<file path="config.mk">
export PLATFORM = sky130hd
export DESIGN_NAME = piso_shifter
export DESIGN_NICKNAME = d
export VERILOG_FILES = /design/src/rtl/piso_shifter.sv
export SDC_FILE = /design/constraint.sdc
export NUM_CORES = 1
export LEC_CHECK = 0
export CAP_MARGIN = 20
export CELL_PAD_IN_SITES_DETAIL_PLACEMENT = 0
export CELL_PAD_IN_SITES_GLOBAL_PLACEMENT = 1
export CORE_MARGIN = 1.5
export CORE_UTILIZATION = 50
export CTS_CLUSTER_SIZE = 30
export DETAILED_ROUTE_END_ITERATION = 16
export DONT_BUFFER_PORTS = 1
export GPL_ROUTABILITY_DRIVEN = 0
export HOLD_SLACK_MARGIN = 0.12
export PLACE_DENSITY_LB_ADDON = 0.05
export SYNTH_ARGS = -nofsm -noshare
export SYNTH_HDL_FRONTEND = slang
export SYNTH_SLANG_ARGS = --single-unit
</file>
<file path="constraint.sdc">
create_clock -name iClk -period 3.4 [get_ports iClk]
set_clock_uncertainty 0.15 [all_clocks]
set_input_delay 0.85 -clock iClk [delete_from_list [all_inputs] [get_ports iClk]]
set_output_delay 0.85 -clock iClk [all_outputs]
set_load 0.03 [all_outputs]
</file>
<file path="src/rtl/piso_shifter.sv">
// -----------------------------------------------------------------------------
// piso_shifter -- parallel-in / serial-out frame shifter, LSB first.
//
// A word is captured on a load request while idle and shifted out one bit per
// enabled clock. Each bit stays on oSer until the edge that shifts it out. The
// active-low iEnb input can stall the shifter for any number of cycles. A
// one-cycle oDone pulse follows the last bit, then the block returns to idle.
//
// Optional feature (macro PISO_PARITY_EN):
//   When defined, the even parity of the loaded word (XOR of iD) is appended
//   as one extra frame bit after the WIDTH data bits. When undefined, frames
//   are exactly WIDTH bits and no parity logic exists.
//
// Parameters:
//   WIDTH   parallel word width, 2..32
//
// Ports:
//   iClk    clock, rising edge
//   iClr    asynchronous reset, active high
//   iD      parallel word to serialize
//   iLoad   load request, only honoured while oReady=1
//   iEnb    shift enable, active low (1 = stall)
//   oSer    registered serial data, LSB first, 0 outside a frame
//   oReady  high while a new word can be accepted
//   oBusy   high while a frame is being shifted
//   oDone   one-cycle pulse after the last frame bit
// -----------------------------------------------------------------------------
module piso_shifter #(
  parameter int WIDTH = 8
) (
  input  logic             iClk,
  input  logic             iClr,
  input  logic [WIDTH-1:0] iD,
  input  logic             iLoad,
  input  logic             iEnb,
  output logic             oSer,
  output logic             oReady,
  output logic             oBusy,
  output logic             oDone
);

  // Frame length and shift register width; the parity bit rides in the MSB
  // so it falls into bit 0 right after the last data bit.
`ifdef PISO_PARITY_EN
  localparam int FRAME = WIDTH + 1;
`else
  localparam int FRAME = WIDTH;
`endif
  localparam int SW = FRAME;
  // Sized for WIDTH+1 so the counter never wraps, even with parity enabled.
  localparam int CW = $clog2(WIDTH + 2);

  localparam logic [1:0] S_IDLE  = 2'd0;
  localparam logic [1:0] S_SHIFT = 2'd1;
  localparam logic [1:0] S_DONE  = 2'd2;

  logic [1:0]    r_state;
  logic [SW-1:0] r_sreg;
  logic [CW-1:0] r_cnt;
  logic          r_ser;
  logic          r_ready;
  logic          r_busy;
  logic          r_done;

  logic [1:0]    w_state_nxt;
  logic [SW-1:0] w_sreg_nxt;
  logic [CW-1:0] w_cnt_nxt;
  logic [SW-1:0] w_load_val;
  logic          w_last;

`ifdef PISO_PARITY_EN
  assign w_load_val = {^iD, iD};
`else
  assign w_load_val = iD;
`endif

  assign w_last = (r_cnt == CW'(FRAME - 1));

  // Next-state logic. iLoad is only looked at in IDLE, so requests arriving
  // during SHIFT or DONE are dropped rather than queued.
  always_comb begin
    w_state_nxt = r_state;
    w_sreg_nxt  = r_sreg;
    w_cnt_nxt   = r_cnt;
    case (r_state)
      S_IDLE: begin
        if (iLoad) begin
          w_sreg_nxt  = w_load_val;
          w_cnt_nxt   = '0;
          w_state_nxt = S_SHIFT;
        end
      end
      S_SHIFT: begin
        if (!iEnb) begin
          w_sreg_nxt = r_sreg >> 1;
          if (w_last) begin
            w_state_nxt = S_DONE;
          end else begin
            w_cnt_nxt = r_cnt + CW'(1);
          end
        end
      end
      S_DONE: begin
        w_state_nxt = S_IDLE;
      end
      default: begin
        // Unused encoding recovers to IDLE.
        w_state_nxt = S_IDLE;
      end
    endcase
  end

  // Outputs are registered from the next-state values so they line up with
  // the state they describe and come straight out of flops.
  always_ff @(posedge iClk or posedge iClr) begin
    if (iClr) begin
      r_state <= S_IDLE;
      r_sreg  <= '0;
      r_cnt   <= '0;
      r_ser   <= 1'b0;
      r_ready <= 1'b1;
      r_busy  <= 1'b0;
      r_done  <= 1'b0;
    end else begin
      r_state <= w_state_nxt;
      r_sreg  <= w_sreg_nxt;
      r_cnt   <= w_cnt_nxt;
      r_ser   <= (w_state_nxt == S_SHIFT) ? w_sreg_nxt[0] : 1'b0;
      r_ready <= (w_state_nxt == S_IDLE);
      r_busy  <= (w_state_nxt == S_SHIFT);
      r_done  <= (w_state_nxt == S_DONE);
    end
  end

  assign oSer   = r_ser;
  assign oReady = r_ready;
  assign oBusy  = r_busy;
  assign oDone  = r_done;

endmodule

</file>
==> results.txt <==
The flow ran to the end, and the final reports show no timing, DRC or antenna violations. In this run the top signal layer used is met4. STA classifies the critical path endpoint as an output port. The clock buffer count from CTS is 3. Global routing finished with a remaining overflow of 0. The timing-limited maximum frequency came out at 0.527 GHz. The die is 43.7 um tall. The cell area after synthesis is 827 um2. The total track usage is 17.0%.

The most repeated cell in the gate-level netlist after synthesis is sky130_fd_sc_hd__dfrtp_1. The number of remaining DRC errors came out at 0. The number of flops mapped to enable cells by yosys is 0. The clock net sink count came out at 18. The placement-stage worst setup slack came out at 1.26 ns. The setup slack of the critical path after layout is 1.50 ns. In this run, post-CTS hold repair placed 0 buffers. The number of distinct library cells after synthesis came out at 30.

The setup TNS is 0 ns. The total count of max-transition violations in the final report came to 0. The master cell of the clock root buffer is sky130_fd_sc_hd__clkbuf_4. The number of synthesis warnings is 0. The placement row count came out at 14.

The average footprint of a synthesized cell came out at 12.5 um2. Setup repair after global routing left no endpoint under its margin. Once the clock tree was built, the setup fixing pass inserted 0 buffers. The first-pass GRT wire length came out at 2240 um. The clock period minus final worst setup slack is 1.90 ns. The share of synthesized flip-flops with an asynchronous set or reset came out at 100%. The floorplan core area came out at 0.00152 mm2.

The number of antenna violations at the first check in global routing was 0. The mean number of vias per cell came out at 6.38. In the post-synthesis netlist, the biggest area contributors are sky130_fd_sc_hd__dfrtp_1 (51%), sky130_fd_sc_hd__a22o_1 (8.5%), sky130_fd_sc_hd__a21o_1 (6.4%). The tightest min-delay check is of the reg2reg type.

The signed area change from the synthesized netlist to the final layout came out at 2.87%. Summing all flip-flop and latch instances after layout gives 452 um2. The via count of the first global-routing pass came out at 471. The maximum VDD drop is 0.448 mV.

The number of failing hold endpoints at the final stage came out at 0. The path type of the worst setup path is reg2out. For this block, the initial DRC count from the detailed router was 10. The worst max-slew margin expressed relative to the limit came out at 57.7%. The number of levels the H-tree was split into came out at 1. STA classifies the critical path startpoint as a flip-flop. The buffer depth of the longest clock path is 2.

The routed via count came out at 536. At the worst endpoint, the arrival time is 0.90 ns. The clock reaches the later pin of the worst-skew pair after 0.29 ns.

By count the netlist is led by sky130_fd_sc_hd__dfrtp_1 (17), sky130_fd_sc_hd__a22o_1 (8), sky130_fd_sc_hd__a21o_1 (7), sky130_fd_sc_hd__a31oi_1 (3). The most used flip-flop cell after synthesis is sky130_fd_sc_hd__dfrtp_1. The clock-pin slew on the worst setup and hold paths is 0.10 ns. The largest driver fanout on the critical path is 1. After technology mapping, the gate count stands at 66.

The number of instances on the worst hold path came out at 1. TritonCTS built the clock tree. The power per cell area came out at 843 mW/mm2. Cells with a size suffix above 1 make up 10.3% of the layout. For this configuration, the core starts out at a cell density of 54.3%.

The count of TritonRoute iterations in the first routing pass is 3. The routed design uses 54 um of met3 wire. Across the run, the number of max-cap violations was 0. The slew at the pin closest to its max-slew limit came out at 0.634 ns. For this run, the register share of the synthesized area comes to 54.6%. The depth of the worst register-to-register path is 3. The total length of routed met2 wires is 601 um. The number of gates on the worst path with buffers counted is 0. The synthesized design spends more area on one cell type than any other, namely sky130_fd_sc_hd__dfrtp_1. The count of filler cells inserted in the layout is 146. The share of the cycle needed by the critical path after routing is 55.8%.

Gates resized during post-CTS repair numbered 0. The diode insertion count for antenna repair is 0. In the final design database the tool counted 82 nets. Dividing the detail-routed wire length by the instance count gives 15.4 um. The area of the die is 0.00191 mm2. Summed over its instances, the top area cell type makes up 51.4% of the synthesized netlist area.

The final wirelength is 1300 um. The met1 wire length came out at 626 um. For the worst setup path, the data required time is 2.40 ns. Buffers placed on the I/O ports in this run total 0. The detailed-placement wirelength estimate came out at 938 um. The count of nets left with antenna violations once routing finished came out at 0. Summed over all cells, the static leakage comes to 0.433 nW. The largest net degree at the start of global routing came out at 19. The x dimension of the die is 43.7 um. The multi-input combinational cell area is 338 um2. The number of top-level pins came out at 16.

The number of setup violations in the final report is 0. The flip-flop and latch count after synthesis came out at 18. The total nets after synthesis is 79.
==> cell families (layout without fill, tap and decap cells) <==
family                     count (synthesis)  count (layout)  share of synthesized area, %
adders and majority gates                  1               1                          1.51
and+or+nand+nor                           16              16                          14.7
muxes                                      1               1                          1.36
AOI/OAI and AO/OA                         25              25                          23.3
DFF                                       18              18                          54.6
buffers and inverters                      5               7                          4.54
==> metrics by stage <==
step,power (mW),utilization (%),cells,instance area [um2],hold slack (ns)
finish,0.717,55.8,84,851,0.334
global route,0.779,55.8,84,851,0.348
CTS,0.730,55.8,84,851,0.341
detailed placement,0.621,54.1,80,825,0.316
global placement,0.616,54.1,80,825,0.309
floorplan,0.592,-,66,827,0.300
==> worst register-to-register path, cell delays in order (launching register included) <==
cell,delay [ns]
sky130_fd_sc_hd__dfrtp_1,0.53
sky130_fd_sc_hd__nor3b_4,0.58
sky130_fd_sc_hd__nor2_1,0.27
sky130_fd_sc_hd__a22o_1,0.24
==> cell usage in the layout, fill, tap and decap left out, drive strengths merged, types with 2 or more instances in the layout <==
| cell type | netlist | layout |
|---|---|---|
| a31oi | 3 | 3 |
| dfrtp | 17 | 17 |
| a22o | 8 | 8 |
| and3b | 2 | 2 |
| nor3b | 2 | 2 |
| and2 | 2 | 2 |
| nor3 | 2 | 2 |
| clkbuf | 0 | 4 |
| inv | 2 | 2 |
| a21o | 7 | 7 |
==> sequential cells by signal, summed over array words and instances (netlist names) <==
name,count
oDone,1
oBusy,1
oSer,1
r_state,2
r_sreg,8
r_cnt,4
oReady,1
==> power by group <==
part / total (mW) / internal (mW) / leakage [nW] / switching, mW
clock network: 0.105 / 0.0455 / 0.0150 / 0.0591
logic: 0.217 / 0.114 / 0.192 / 0.102
registers: 0.396 / 0.296 / 0.226 / 0.100
total: 0.717 / 0.456 / 0.433 / 0.262
==> worst paths after layout <==
path,slack [ns],from,end
max,1.50,oReady,oReady
min in group asynchronous,0.37,iClr,r_sreg[3]
min,0.33,r_sreg[6],r_sreg[6]
min reg2reg,0.33,r_sreg[6],r_sreg[6]
max reg2reg,1.54,r_state[0],r_sreg[7]
max in group asynchronous,2.31,iClr,r_state[1]
==> layer usage <==
| metal | vias to the layer above | GRT usage (%) |
|---|---|---|
| met2 | 10 | 24.4 |
| met3 | 2 | 5.83 |
| met5 | - | 0 |
| met4 | 0 | 10.9 |
| met1 | 267 | 21.6 |
| li1 | 257 | - |
==> area by class of cell <==
type	instances	area share (%)
multi-input cells	43	39.7
well taps	16	2.35
inverters	2	0.882
repair buffers	1	0.882
flip-flops and latches	18	53.1
clock buffers	4	3.09
Power figures use the tool's default switching activity.
